$ cat src/rtl/cpu_types_pkg.sv
// Shared CPU types: opcode encodings, memory-stage FSM states and SC result values.
package cpu_types_pkg;

  typedef enum logic [5:0] {
    RTYPE = 6'b000000,
    BEQ   = 6'b000100,
    ADDI  = 6'b001000,
    LW    = 6'b100011,
    SW    = 6'b101011,
    LL    = 6'b110000,
    SC    = 6'b111000,
    HALT  = 6'b111111
  } opcode_t;

  typedef enum logic [1:0] {
    IDLE,
    REQ,
    DONE,
    HALTED
  } mem_state_t;

  localparam logic [31:0] SC_PASS = 32'd1;
  localparam logic [31:0] SC_FAIL = 32'd0;

  function automatic logic is_mem_op(input logic [5:0] op);
    return (op == LW) || (op == SW) || (op == LL) || (op == SC);
  endfunction

endpackage

$ cat src/rtl/mem_access_unit_llsc_link_reg.sv
// LL/SC link register: set on LL completion, cleared by SC or by a store to the linked address.
module llsc_link_reg #(
  parameter int ADDR_W  = 32,
  parameter bit LLSC_EN = 1'b1
) (
  input  logic              CLK,
  input  logic              nRST,
  input  logic              set_en,
  input  logic [ADDR_W-1:0] set_addr,
  input  logic              clr_en,
  input  logic [ADDR_W-1:0] cmp_addr,
  output logic              link_valid,
  output logic              link_match
);

  logic              valid_q, valid_d;
  logic [ADDR_W-1:0] addr_q, addr_d;

  always_comb begin
    valid_d = valid_q;
    addr_d  = addr_q;
    if (set_en) begin
      valid_d = 1'b1;
      addr_d  = set_addr;
    end
    // clear wins over a simultaneous set
    if (clr_en || !LLSC_EN) valid_d = 1'b0;
  end

  always_ff @(posedge CLK or negedge nRST) begin
    if (!nRST) begin
      valid_q <= 1'b0;
      addr_q  <= '0;
    end else begin
      valid_q <= valid_d;
      addr_q  <= addr_d;
    end
  end

  assign link_valid = valid_q;
  assign link_match = valid_q && (addr_q == cmp_addr);

endmodule

$ cat src/rtl/mem_access_unit.sv
// Memory-stage access controller: drives dmem requests, stalls upstream while outstanding,
// returns load/SC results with a one-cycle completion strobe and a sticky halt.
//
//   state  | meaning
//   IDLE   | no request; accepts a memory op or a halt from EX/MEM
//   REQ    | dmem request held stable until dhit; pipeline stalled
//   DONE   | mem_done strobe (unless flushed); EX/MEM advances
//   HALTED | absorbing until reset; halt_out high
module mem_access_unit
  import cpu_types_pkg::*;
#(
  parameter int ADDR_W  = 32,
  parameter bit LLSC_EN = 1'b1
) (
  input  logic              CLK,
  input  logic              nRST,
  input  logic              em_valid,
  input  logic [5:0]        em_opcode,
  input  logic              em_halt,
  input  logic              em_flush,
  input  logic [ADDR_W-1:0] em_addr,
  input  logic [31:0]       em_wdata,
  input  logic              dhit,
  input  logic [31:0]       dmemload,
  output logic              dmemREN,
  output logic              dmemWEN,
  output logic [ADDR_W-1:0] dmemaddr,
  output logic [31:0]       dmemstore,
  output logic              mem_stall,
  output logic              mem_done,
  output logic [31:0]       mem_rdata,
  output logic              halt_out
);

  mem_state_t        state_q, state_d;
  logic [5:0]        op_q, op_d;
  logic [ADDR_W-1:0] addr_q, addr_d;
  logic [31:0]       wdata_q, wdata_d;
  logic [31:0]       rdata_q, rdata_d;
  logic              ren_q, ren_d, wen_q, wen_d;
  logic              done_q, done_d, halt_q, halt_d, flush_q, flush_d;
  logic              accept, link_set, link_clr, link_match, link_valid;
  logic [ADDR_W-1:0] cmp_addr;

  assign accept   = em_valid && !em_flush && is_mem_op(em_opcode);
  assign cmp_addr = (state_q == IDLE) ? em_addr : addr_q;

  always_comb begin
    state_d   = state_q;
    op_d      = op_q;
    addr_d    = addr_q;
    wdata_d   = wdata_q;
    rdata_d   = rdata_q;
    ren_d     = ren_q;
    wen_d     = wen_q;
    done_d    = 1'b0;
    halt_d    = halt_q;
    flush_d   = flush_q;
    link_set  = 1'b0;
    link_clr  = 1'b0;
    mem_stall = 1'b0;
    case (state_q)
      IDLE: begin
        if (accept) begin
          mem_stall = 1'b1;
          op_d      = em_opcode;
          addr_d    = em_addr;
          wdata_d   = em_wdata;
          flush_d   = 1'b0;
          if (LLSC_EN && (em_opcode == SC) && !link_match) begin
            state_d  = DONE;
            done_d   = 1'b1;
            rdata_d  = SC_FAIL;
            link_clr = 1'b1;
          end else begin
            state_d = REQ;
            ren_d   = (em_opcode == LW) || (em_opcode == LL);
            wen_d   = (em_opcode == SW) || (em_opcode == SC);
          end
        end else if (em_valid && !em_flush && em_halt) begin
          state_d  = HALTED;
          halt_d   = 1'b1;
          link_clr = 1'b1;
        end
      end
      REQ: begin
        mem_stall = 1'b1;
        if (em_flush) flush_d = 1'b1;
        if (dhit) begin
          state_d = DONE;
          ren_d   = 1'b0;
          wen_d   = 1'b0;
          // a flushed access still finishes its cache handshake and link update
          done_d  = !(flush_q || em_flush);
          if ((op_q == LW) || (op_q == LL)) rdata_d = dmemload;
          if (op_q == SC) rdata_d = SC_PASS;
          if (op_q == LL) link_set = 1'b1;
          if ((op_q == SC) || ((op_q == SW) && link_match)) link_clr = 1'b1;
        end
      end
      DONE:    state_d  = IDLE;
      HALTED:  link_clr = 1'b1;
      default: state_d  = IDLE;
    endcase
  end

  always_ff @(posedge CLK or negedge nRST) begin
    if (!nRST) begin
      state_q <= IDLE;
      op_q    <= '0;
      addr_q  <= '0;
      wdata_q <= '0;
      rdata_q <= '0;
      ren_q   <= 1'b0;
      wen_q   <= 1'b0;
      done_q  <= 1'b0;
      halt_q  <= 1'b0;
      flush_q <= 1'b0;
    end else begin
      state_q <= state_d;
      op_q    <= op_d;
      addr_q  <= addr_d;
      wdata_q <= wdata_d;
      rdata_q <= rdata_d;
      ren_q   <= ren_d;
      wen_q   <= wen_d;
      done_q  <= done_d;
      halt_q  <= halt_d;
      flush_q <= flush_d;
    end
  end

  llsc_link_reg #(.ADDR_W(ADDR_W), .LLSC_EN(LLSC_EN)) u_link (
    .CLK       (CLK),
    .nRST      (nRST),
    .set_en    (link_set),
    .set_addr  (addr_q),
    .clr_en    (link_clr),
    .cmp_addr  (cmp_addr),
    .link_valid(link_valid),
    .link_match(link_match)
  );

  assign dmemREN   = ren_q;
  assign dmemWEN   = wen_q;
  assign dmemaddr  = addr_q;
  assign dmemstore = wdata_q;
  assign mem_done  = done_q;
  assign mem_rdata = rdata_q;
  assign halt_out  = halt_q;

  logic unused_ok;
  assign unused_ok = link_valid;

endmodule

$ cat config.mk
export PLATFORM = sky130hd
export DESIGN_NAME = mem_access_unit
export DESIGN_NICKNAME = d
export VERILOG_FILES = /design/src/rtl/cpu_types_pkg.sv /design/src/rtl/mem_access_unit_llsc_link_reg.sv /design/src/rtl/mem_access_unit.sv
export SDC_FILE = /design/constraint.sdc
export NUM_CORES = 1
export LEC_CHECK = 0
export CAP_MARGIN = 20
export CORE_AREA = 2 2 173 90
export DETAILED_ROUTE_END_ITERATION = 8
export DIE_AREA = 0 0 175 92
export PLACE_DENSITY_LB_ADDON = 0.05
export REMOVE_ABC_BUFFERS = 1
export SYNTH_ARGS = -nofsm -noshare
export SYNTH_HDL_FRONTEND = slang
export SYNTH_SLANG_ARGS = --single-unit
$ cat constraint.sdc
create_clock -name CLK -period 3.4 [get_ports CLK]
set_input_delay 0.68 -clock CLK [delete_from_list [all_inputs] [get_ports CLK]]
set_output_delay 0.68 -clock CLK [all_outputs]
set_load 0.05 [all_outputs]
Yosys cells after proc, flatten, opt, wreduce, memory -nomap -nowiden
Index checks and enable logic that the tools add are counted.
{"block": "word_totals", "regBits": 142, "in_bits": 108}
{"block": "classes", "n_eq_ne": 19, "mux": 38, "bitwise": 1, "n_reduce_logical": 27}
{"cell": "$mux W32", "n": 6}
{"cell": "$pmux W32 S2", "n": 1}
{"cell": "$eq A6 B6 Y1 const B", "n": 8}
{"cell": "$eq A32 B32 Y1", "n": 1}
{"cell": "$mux W1", "n": 20}
{"cell": "$pmux W1 S2", "n": 5}
{"cell": "$reduce_and A3 Y1", "n": 3}
{"cell": "$logic_or A1 B1 Y1", "n": 8}
{"cell": "$mux W2", "n": 4}
{"cell": "$ne A2 B2 Y1 const B", "n": 4}
{"cell": "$logic_and A1 B1 Y1", "n": 6}
{"cell": "$pmux W2 S3", "n": 1}
{"cell": "$reduce_and A5 Y1", "n": 1}
{"cell": "$eq A2 B2 Y1 const B", "n": 2}
{"cell": "$reduce_and A4 Y1", "n": 1}
{"cell": "$reduce_bool A2 Y1", "n": 2}
{"cell": "$logic_not A1 Y1", "n": 3}
{"cell": "$ne A3 B2 Y1 const B", "n": 1}
{"cell": "$ne A3 B3 Y1 const B", "n": 1}
{"cell": "$pmux W1 S3", "n": 1}
{"cell": "$reduce_bool A3 Y1", "n": 1}
{"cell": "$eq A2 B1 Y1 const B", "n": 1}
{"cell": "$logic_not A2 Y1", "n": 1}
{"cell": "$ne A2 B1 Y1 const B", "n": 1}
{"cell": "other kinds (2)", "n": 2}

Longest topological paths before layout
Gate-level depths: netlist (run 1).
{"block": "depth", "ltp_word": 10, "ltp_mapped": 13, "mapped_depth_nobuf": 10}

Hierarchy
From an unflattened synthesis (run 1), not the netlist that was laid out.
{"block": "unflattened", "cells_unflattened": 552, "hier_area_um2": 6846.6}
{"mod": "mem_access_unit", "n_inst": 1, "cells_each": 437, "area_per_inst_um2": 5277.6, "seq_area_each_um2": 2727.6}
{"mod": "llsc_link_reg", "n_inst": 1, "cells_each": 115, "area_per_inst_um2": 1569.0, "seq_area_each_um2": 825.8}

Least setup slack after synthesis (run 1)
OpenSTA, ideal clock, no wires.
{"block": "synth_path", "kind": "input to output", "from": "in em_opcode[0]", "to": "out mem_stall", "t_arrival_ns": 2.078, "t_required_ns": 2.720, "path_slack_ns": 0.642, "stages": 7, "cell_sequence": "nand2b_1 -> o22ai_1 -> and3_1 -> nand2_1 -> clkbuf_1 -> clkbuf_1 -> nand2b_1"}
{"block": "synth_via", "elab_chain_len": 7}
{"item": "start: declaration", "line": "mem_access_unit.sv:18", "text": "input logic [5:0] em_opcode,"}
{"item": "$eq A6 B6 Y1", "line": "cpu_types_pkg.sv:26", "text": "return (op == LW) || (op == SW) || (op == LL) || (op == SC);"}
{"item": "$logic_or A1 B1 Y1 (2 in a row)", "line": "cpu_types_pkg.sv:26"}
{"item": "$logic_or A1 B1 Y1 (*)", "line": "cpu_types_pkg.sv:26"}
{"item": "$logic_and A1 B1 Y1 (*)", "line": "mem_access_unit.sv:45", "text": "assign accept = em_valid && !em_flush && is_mem_op(em_opcode);"}
{"item": "$mux W1 (*)", "line": "mem_access_unit.sv:64", "text": "if (accept) begin"}
{"item": "$pmux W1 S2 (*)", "line": "mem_access_unit.sv:62", "text": "case (state_q)"}
{"item": "end: declaration", "line": "mem_access_unit.sv:29", "text": "output logic mem_stall,"}
Mark *: on every way between the ends. The rest lies on a longest branch, timed or not.

Worst setup path after layout (run 1)
{"block": "layout_path", "from": "reg state_q[0]", "to": "reg rdata_q[25] (netlist: mem_rdata[25])"}
{"block": "layout_via", "elab_chain_len": 8}
{"item": "start: declaration", "line": "mem_access_unit.sv:35", "text": "mem_state_t state_q, state_d;"}
{"item": "start signal: assignment", "line": "mem_access_unit.sv:120", "text": "state_q <= state_d;"}
{"item": "$logic_not A2 Y1", "line": "mem_access_unit.sv:46, mem_access_unit.sv:62"}
{"item": "$mux W32", "line": "mem_access_unit.sv:46", "text": "assign cmp_addr = (state_q == IDLE) ? em_addr : addr_q;"}
{"item": "$eq A32 B32 Y1", "line": "mem_access_unit_llsc_link_reg.sv:41", "text": "assign link_match = valid_q && (addr_q == cmp_addr);"}
{"item": "$logic_and A1 B1 Y1", "line": "mem_access_unit_llsc_link_reg.sv:41"}
{"item": "$logic_not A1 Y1", "line": "mem_access_unit.sv:70", "text": "if (LLSC_EN && (em_opcode == SC) && !link_match) begin"}
{"item": "$logic_and A1 B1 Y1", "line": "mem_access_unit.sv:70"}
{"item": "$ne A2 B1 Y1 (no line)"}
{"item": "$reduce_and A5 Y1 (no line)"}
{"item": "end signal: assignment", "line": "mem_access_unit.sv:124", "text": "rdata_q <= rdata_d;"}
{"item": "end: declaration", "line": "mem_access_unit.sv:39", "text": "logic [31:0] rdata_q, rdata_d;"}
Parallel ways exist; a longest one is shown, timed or not.
A chain may end at the register's enable or synchronous reset.

==> metrics.log, run 1 <==
[metrics] type of element capturing the critical path: flop
[metrics] most frequent cell after synthesis: sky130_fd_sc_hd__dfrtp_1
[metrics] number of buffers created by CTS: 17
[metrics] area fraction of the dominant cell type after synthesis: 0.548
[metrics] clock edge transition at the registers on the reported setup and hold paths: roughly 0.060 ns
[metrics] Top Ports: about 210
[metrics] number of different library cells in the post-synthesis netlist: 37
[metrics] placed cells: ~910
[metrics] slew at the pin closest to its max-slew limit: 0.933 ns
[metrics] post-synthesis to final-layout area growth: 45.1%
[metrics] class of the worst hold path: input port to async pin
[metrics] clock tree from TritonCTS: built
[metrics] initial antenna violation count: 0
[metrics] cell types with the largest area share after synthesis: sky130_fd_sc_hd__dfrtp_1 (55%), sky130_fd_sc_hd__mux2_2 (17%), sky130_fd_sc_hd__mux2i_1 (9.9%)
[metrics] P_sw: 2.90 mW
[metrics] total standard cell area after synthesis: about 6500 um2
[metrics] commonest cells in the synthesized netlist: sky130_fd_sc_hd__dfrtp_1 (142), sky130_fd_sc_hd__mux2_2 (98), sky130_fd_sc_hd__mux2i_1 (64)
[metrics] cell row count: 32
[metrics] Core ar.: roughly 15000 um2
[metrics] Routed Antenna Nets: 0
[metrics] portion of total power attributed to sequential cells: 0.303
[metrics] Clock Skews: roughly 0.011 ns
[metrics] post-synthesis average cell area: 12.7 um2
[metrics] internal power component: 4.48 mW
[metrics] Arr. time, crit path: 3.45 ns
[metrics] pwr/cell area: 785 nW/um2
[metrics] area leader, netlist: sky130_fd_sc_hd__dfrtp_1
[metrics] share of the yosys chip area belonging to registers: 0.548
[metrics] Final HPWL DP: between 10 and 15 mm
[metrics] proportion of power drawn by the clock network: 0.255
[metrics] Syn. warnings: 0
[metrics] Die X: 175 um
[metrics] maximum level of the CTS H-tree: 4
[metrics] all-layer global routing usage: 0.193
[metrics] first-iteration detailed-routing DRC count: 222
[metrics] register bit total from synthesis: 142
[metrics] TritonCTS Sinks: 142
[metrics] Period Utilization, post-route: 0.916
[metrics] outcome: completed
[metrics] diode count: 0
[metrics] switching power as a share of total power: 0.393
[metrics] maximum ir drop on the vdd rail: around 0.39 mV
[metrics] total power: 7.38 mW
[metrics] pin count of the biggest net entering global routing: 101
[metrics] via total after detailed routing: 4481
[metrics] CTS resizes: 0
[metrics] via density per instance: 4.79
[metrics] number of violations of the max-capacitance limit: 0
[metrics] Worst setup SP type: flop
[metrics] setup repair after global routing missed its margin: false
[metrics] average wire length per cell after detail routing: roughly 16 um
[metrics] global-route wire length before repair: 24.2 mm
[metrics] buffer type at the clock tree root: sky130_fd_sc_hd__clkbuf_16
[metrics] critical path fanouts, max: 40
[metrics] category of the most critical setup path: flop to flop
[metrics] smallest hold slack: between 0.3 and 0.4 ns
[metrics] number of search-and-repair iterations in the first detailed-routing pass: 4
[metrics] highest clock frequency the design can meet: 0.321 GHz
[metrics] count of buffers from port buffering: 208
[metrics] DRC Markers: 0
[metrics] Initial Util: 0.436
[metrics] total congestion overflow: 0
[metrics] fraction of final layout cells sized beyond drive strength 1: 0.198
[metrics] final layout net count: 832
[metrics] Die Y-Extent: roughly 92 um
[metrics] Total Routed Length: 14.9 mm
[metrics] gp weighted congestion: around 0.80
[metrics] Final Setup Violations: 0
[metrics] number of global-route vias before repair: roughly 4600
[metrics] Hold-fix buffers, CTS: 0
[metrics] clock latency reported for the late side of the worst-skew pair: 0.41 ns
[metrics] die footprint: 16100 um2
[metrics] combinational cell fraction of total power: 0.442
[metrics] share of async-settable or async-resettable flops after synthesis: 1.00
[metrics] relative max-transition margin: 0.378
[metrics] final slew viol count: 0
[metrics] number of setup buffers added after CTS: 0
[metrics] number of buffers on the longest clock path: 2
[metrics] Worst EP required: 3.73 ns
[metrics] non-filler instance count after layout: between 900 and 1000
[metrics] Final Hold Viols: 0
[metrics] Synth Instances: 509
[metrics] EDFF count, synth: 0
[metrics] crit path time final: 3.12 ns
[metrics] cell leakage power: 4.36 nW
[metrics] flip-flop cell with the highest count after synthesis: sky130_fd_sc_hd__dfrtp_1
-- layout make-up --
cell class,instances,area [um2]
clock inverter,12,161
inverter,36,135
multi-input combinational,307,2680
clock buffer,18,429
fill,1139,5450
timing repair buffer,216,2190
sequential,142,3550
tap,204,255
-- metrics by stage --
step           setup WS (ns)  utilization  area [um2]  TNS, ns
6_report               0.284        0.633        9410        0
5_1_grt            0.0000808        0.633        9410        0
4_1_cts               0.0869        0.633        9400        0
3_5_place_dp          0.0181        0.593        8810        0
3_3_place_gp           0.154        0.593        8810        0
2_1_floorplan          -1.79            -        6350   -91.92
-- power by group through the flow --
stage / clock network, mW / registers, mW / logic [mW]
final: 1.88 / 2.24 / 3.26
after global routing: 2.01 / 2.29 / 3.46
after CTS: 1.93 / 2.24 / 3.28
after detailed placement: 0 / 2.27 / 3.27
after global placement: 0 / 2.25 / 3.24
after floorplan: 0 / 3.21 / 1.20
-- cell usage in the layout, fill, tap and decap left out, drive strengths merged, types with 6 or more instances in the layout --
cell type,n
mux2i,64
o21ai,8
nor2,7
clkbuf,18
nand2,43
nor4,9
mux2,98
dfrtp,142
buf,10
nand2b,6
inv,40
clkdlybuf4s50,206
xnor2,27
-- metal layers --
layer	global-route usage	part of all wire
met3	0.0535	0.063
met2	0.272	0.42
met1	0.286	0.50
met4	0.0660	0.0096
met5	0	0
-- logic make-up after synthesis --
family / share of synthesized area
and+or+nand+nor: 0.0672
AOI/OAI and AO/OA: 0.0232
buffers and inverters: 0.0413
muxes: 0.269
xor gates and xnor gates: 0.0432
DFF: 0.548
adders and majority gates: 0.00772
-- worst max-delay path, stage by stage (launching register included) --
cell and delay (ns):
sky130_fd_sc_hd__dfrtp_1 0.42, sky130_fd_sc_hd__inv_1 0.10, sky130_fd_sc_hd__ha_2 0.20, sky130_fd_sc_hd__buf_12 0.28, sky130_fd_sc_hd__mux2i_1 0.27, sky130_fd_sc_hd__xnor2_1 0.10
sky130_fd_sc_hd__nor4_2 0.37, sky130_fd_sc_hd__buf_4 0.18, sky130_fd_sc_hd__nand4_1 0.13, sky130_fd_sc_hd__nor4_4 0.22, sky130_fd_sc_hd__nor3_2 0.10, sky130_fd_sc_hd__o21ai_4 0.16
sky130_fd_sc_hd__buf_12 0.26, sky130_fd_sc_hd__mux2i_1 0.23
-- path summary, 6_finish.rpt --
check / start / endpoint / slack [ns] / cells after the start
setup / recovery: state_q[0]$_DFFE_PN0P_ / mem_rdata[25]$_DFFE_PN0P_ / 0.28 / 13
hold / removal: nRST / mem_rdata[4]$_DFFE_PN0P_ / 0.36 / 1
min in group CLK: op_q[5]$_DFFE_PN0P_ / op_q[5]$_DFFE_PN0P_ / 0.46 / 1
max in group asynchronous: nRST / dmemstore[17]$_DFFE_PN0P_ / 2.22 / 2
setup reg to reg: state_q[0]$_DFFE_PN0P_ / mem_rdata[25]$_DFFE_PN0P_ / 0.28 / 13
hold reg to reg: op_q[5]$_DFFE_PN0P_ / op_q[5]$_DFFE_PN0P_ / 0.46 / 1
-- state kept, by name (all words and copies together) (netlist names), 2 cells and up --
signal and cells:
dmemstore 32, dmemaddr 32, mem_rdata 32, u_link.addr_q 32, state_q 2, op_q 6
(Power assumes the default switching activity.)
==> run 2: changes to the inputs <==
Settings changed: CORE_AREA 2 2 173 90 to 2 2 170 89, DIE_AREA 0 0 175 92 to 0 0 172 91.
==> metrics.log, run 2 (synthesis results as in run 1) <==
[metrics] Final Setup Violations: 0
[metrics] Arr. time, crit path: 2.39 ns
[metrics] slew at the pin closest to its max-slew limit: roughly 0.88 ns
[metrics] number of search-and-repair iterations in the first detailed-routing pass: 4
[metrics] via total after detailed routing: ~4500
[metrics] type of element capturing the critical path: output port
[metrics] maximum ir drop on the vdd rail: between 0.3 and 0.4 mV
[metrics] clock edge transition at the registers on the reported setup and hold paths: 0.07 ns
[metrics] Clock Skews: 0.0150 ns
[metrics] buffer type at the clock tree root: sky130_fd_sc_hd__clkbuf_16
[metrics] fin util: 0.666
[metrics] final slew viol count: 0
[metrics] count of buffers from port buffering: 208
[metrics] number of violations of the max-capacitance limit: 0
[metrics] average wire length per cell after detail routing: 16.5 um
[metrics] initial antenna violation count: 0
[metrics] critical path fanouts, max: 20
[metrics] die footprint: 15700 um2
[metrics] pin count of the biggest net entering global routing: 85
[metrics] number of buffers and inverters on the critical path: 2
[metrics] Top Ports: between 200 and 250
[metrics] number of buffers on the longest clock path: 2
[metrics] maximum level of the CTS H-tree: 4
[metrics] diode count: 0
[metrics] class of the worst hold path: input port to async pin
[metrics] highest clock frequency the design can meet: 0.326 GHz
[metrics] kind of cell adding the most delay to the critical path: simple AND/OR/NAND/NOR gates
[metrics] final layout net count: roughly 830
[metrics] number of global-route vias before repair: about 4800
[metrics] Initial Util: 0.459
[metrics] Die Y-Extent: 91 um
[metrics] setup repair after global routing missed its margin: false
[metrics] Final Hold Viols: 0
[metrics] relative max-transition margin: 0.415
[metrics] cell seen most often among critical-path stages: sky130_fd_sc_hd__nand2b_1
[metrics] number of setup buffers added after CTS: 0
[metrics] post-synthesis to final-layout area growth: 45.1%
[metrics] largest stage delay on the critical path: 0.57 ns
[metrics] via density per instance: 4.86
[metrics] Final HPWL DP: between 10 and 15 mm
[metrics] Hold-fix buffers, CTS: 0
[metrics] crit path time final: slightly above 3 ns
[metrics] Worst EP required: between 2 and 3 ns
[metrics] cell leakage power: 4.36 nW
[metrics] fraction of final layout cells sized beyond drive strength 1: 0.201
[metrics] Routed Antenna Nets: 0
[metrics] slowest cell on the critical path: sky130_fd_sc_hd__clkdlybuf4s50_1
[metrics] first-iteration detailed-routing DRC count: 240
[metrics] total congestion overflow: 0
[metrics] DRC Markers: 0
[metrics] cell row count: 31
[metrics] smallest hold slack: approximately 0.32 ns
[metrics] outcome: completed
[metrics] cell-by-cell trace of the critical path: clkdlybuf4s50_1 -> nand2b_1 -> o22ai_1 -> and3_1 -> nand2_4 -> nand2b_1 -> buf_12
[metrics] total power: ~7.4 mW
[metrics] Die X: ~170 um
[metrics] Period Utilization, post-route: 0.904
[metrics] Total Routed Length: 15.4 mm
[metrics] commonest non-fill, non-tap cell in the layout: sky130_fd_sc_hd__clkdlybuf4s50_1
[metrics] Worst setup SP type: input port
[metrics] category of the most critical setup path: input port to output port
[metrics] global-route wire length before repair: ~25 mm
[metrics] gp weighted congestion: around 0.83
[metrics] commonest non-fill, non-tap cells in the layout: sky130_fd_sc_hd__clkdlybuf4s50_1 (206), sky130_fd_sc_hd__dfrtp_1 (142), sky130_fd_sc_hd__mux2_2 (98), sky130_fd_sc_hd__mux2i_1 (64), sky130_fd_sc_hd__nand2_1 (42)
[metrics] placed cells: 901
[metrics] all-layer global routing usage: 0.204
[metrics] non-filler instance count after layout: 933
[metrics] sum of negative setup slack: 0 ns
[metrics] clock tree from TritonCTS: built
[metrics] number of buffers created by CTS: 17
[metrics] TritonCTS Sinks: 142
[metrics] clock latency reported for the late side of the worst-skew pair: 0.41 ns
[metrics] pwr/cell area: 784 nW/um2
[metrics] Core ar.: 14100 um2
run 2: changes by cell type in the layout (fill, tap and decap cells not counted):
cell	previous run	this run
sky130_fd_sc_hd__buf_4	5	7
sky130_fd_sc_hd__clkbuf_1	1	2
sky130_fd_sc_hd__inv_6	4	6
sky130_fd_sc_hd__bufinv_16	3	2
sky130_fd_sc_hd__clkinvlp_4	3	4
sky130_fd_sc_hd__clkinv_2	1	0
run 2: what timing repair did:
action,CTS,global route
hold endpoints to repair,0,0
resized for setup,0,1
setup endpoints to repair,0,24
run 2: per-stage QoR:
| step | cell area, um2 | worst slack, ns |
|---|---|---|
| floorplan | 6350 | -1.79 |
| global placement | 8820 | 0.233 |
| detailed placement | 8820 | 0.157 |
| CTS | 9400 | 0.201 |
| global route | 9410 | 0.100 |
| finish | 9410 | 0.328 |
run 2: layout make-up:
cell class	instances	area, um2
clock buffer	19	433
multi-input combinational	307	2680
timing repair buffer	218	2210
clock inverter	13	151
inverter	36	135
tap	198	248
fill	1106	4710
sequential	142	3550
run 2: worst paths after layout:
| check | start | endpoint | slack [ns] | cells past startpoint |
|---|---|---|---|---|
| max | em_opcode[4] | mem_stall | 0.33 | 7 |
| min | nRST | mem_rdata[14]$_DFFE_PN0P_ | 0.32 | 1 |
| max reg2reg | state_q[1]$_DFFE_PN0P_ | mem_rdata[29]$_DFFE_PN0P_ | 0.34 | 12 |
| min reg2reg | halt_out$_DFFE_PN0P_ | halt_out$_DFFE_PN0P_ | 0.47 | 1 |
| max in group asynchronous | nRST | u_link.addr_q[13]$_DFFE_PN0P_ | 2.28 | 2 |
| min in group CLK | halt_out$_DFFE_PN0P_ | halt_out$_DFFE_PN0P_ | 0.47 | 1 |
run 2: per-layer routing:
layer / share of wire / up-vias / track usage
met1: 0.48 / 2230 / 0.285
met5: 0 / - / 0
met4: 0.0051 / 0 / 0.0462
li1: - / 2169 / -
met3: 0.066 / 8 / 0.0628
met2: 0.45 / 125 / 0.313
run 2: where the power goes:
group | internal (mW) | total (mW) | switching [mW]
combinational | 1.32 | 3.29 | 1.97
sequential | 2.01 | 2.24 | 0.226
clock | 1.10 | 1.85 | 0.750
run 2: worst register-to-register path, stage by stage (launching register included):
cell	delay, ns
sky130_fd_sc_hd__dfrtp_1	0.43
sky130_fd_sc_hd__inv_1	0.11
sky130_fd_sc_hd__ha_2	0.22
sky130_fd_sc_hd__buf_12	0.22
sky130_fd_sc_hd__mux2i_1	0.26
sky130_fd_sc_hd__xnor2_1	0.10
sky130_fd_sc_hd__nor4_2	0.39
sky130_fd_sc_hd__nand4_1	0.27
sky130_fd_sc_hd__nor4_4	0.24
sky130_fd_sc_hd__nor3_2	0.10
sky130_fd_sc_hd__o21ai_4	0.17
sky130_fd_sc_hd__buf_12	0.22
sky130_fd_sc_hd__mux2i_1	0.24
==> run 3: changes to the inputs <==
Settings changed: ABC_CLOCK_PERIOD_IN_PS from default to 3400.
==> results of run 3 <==
No change in the layout: final DEF, timing and power equal those of run 2.
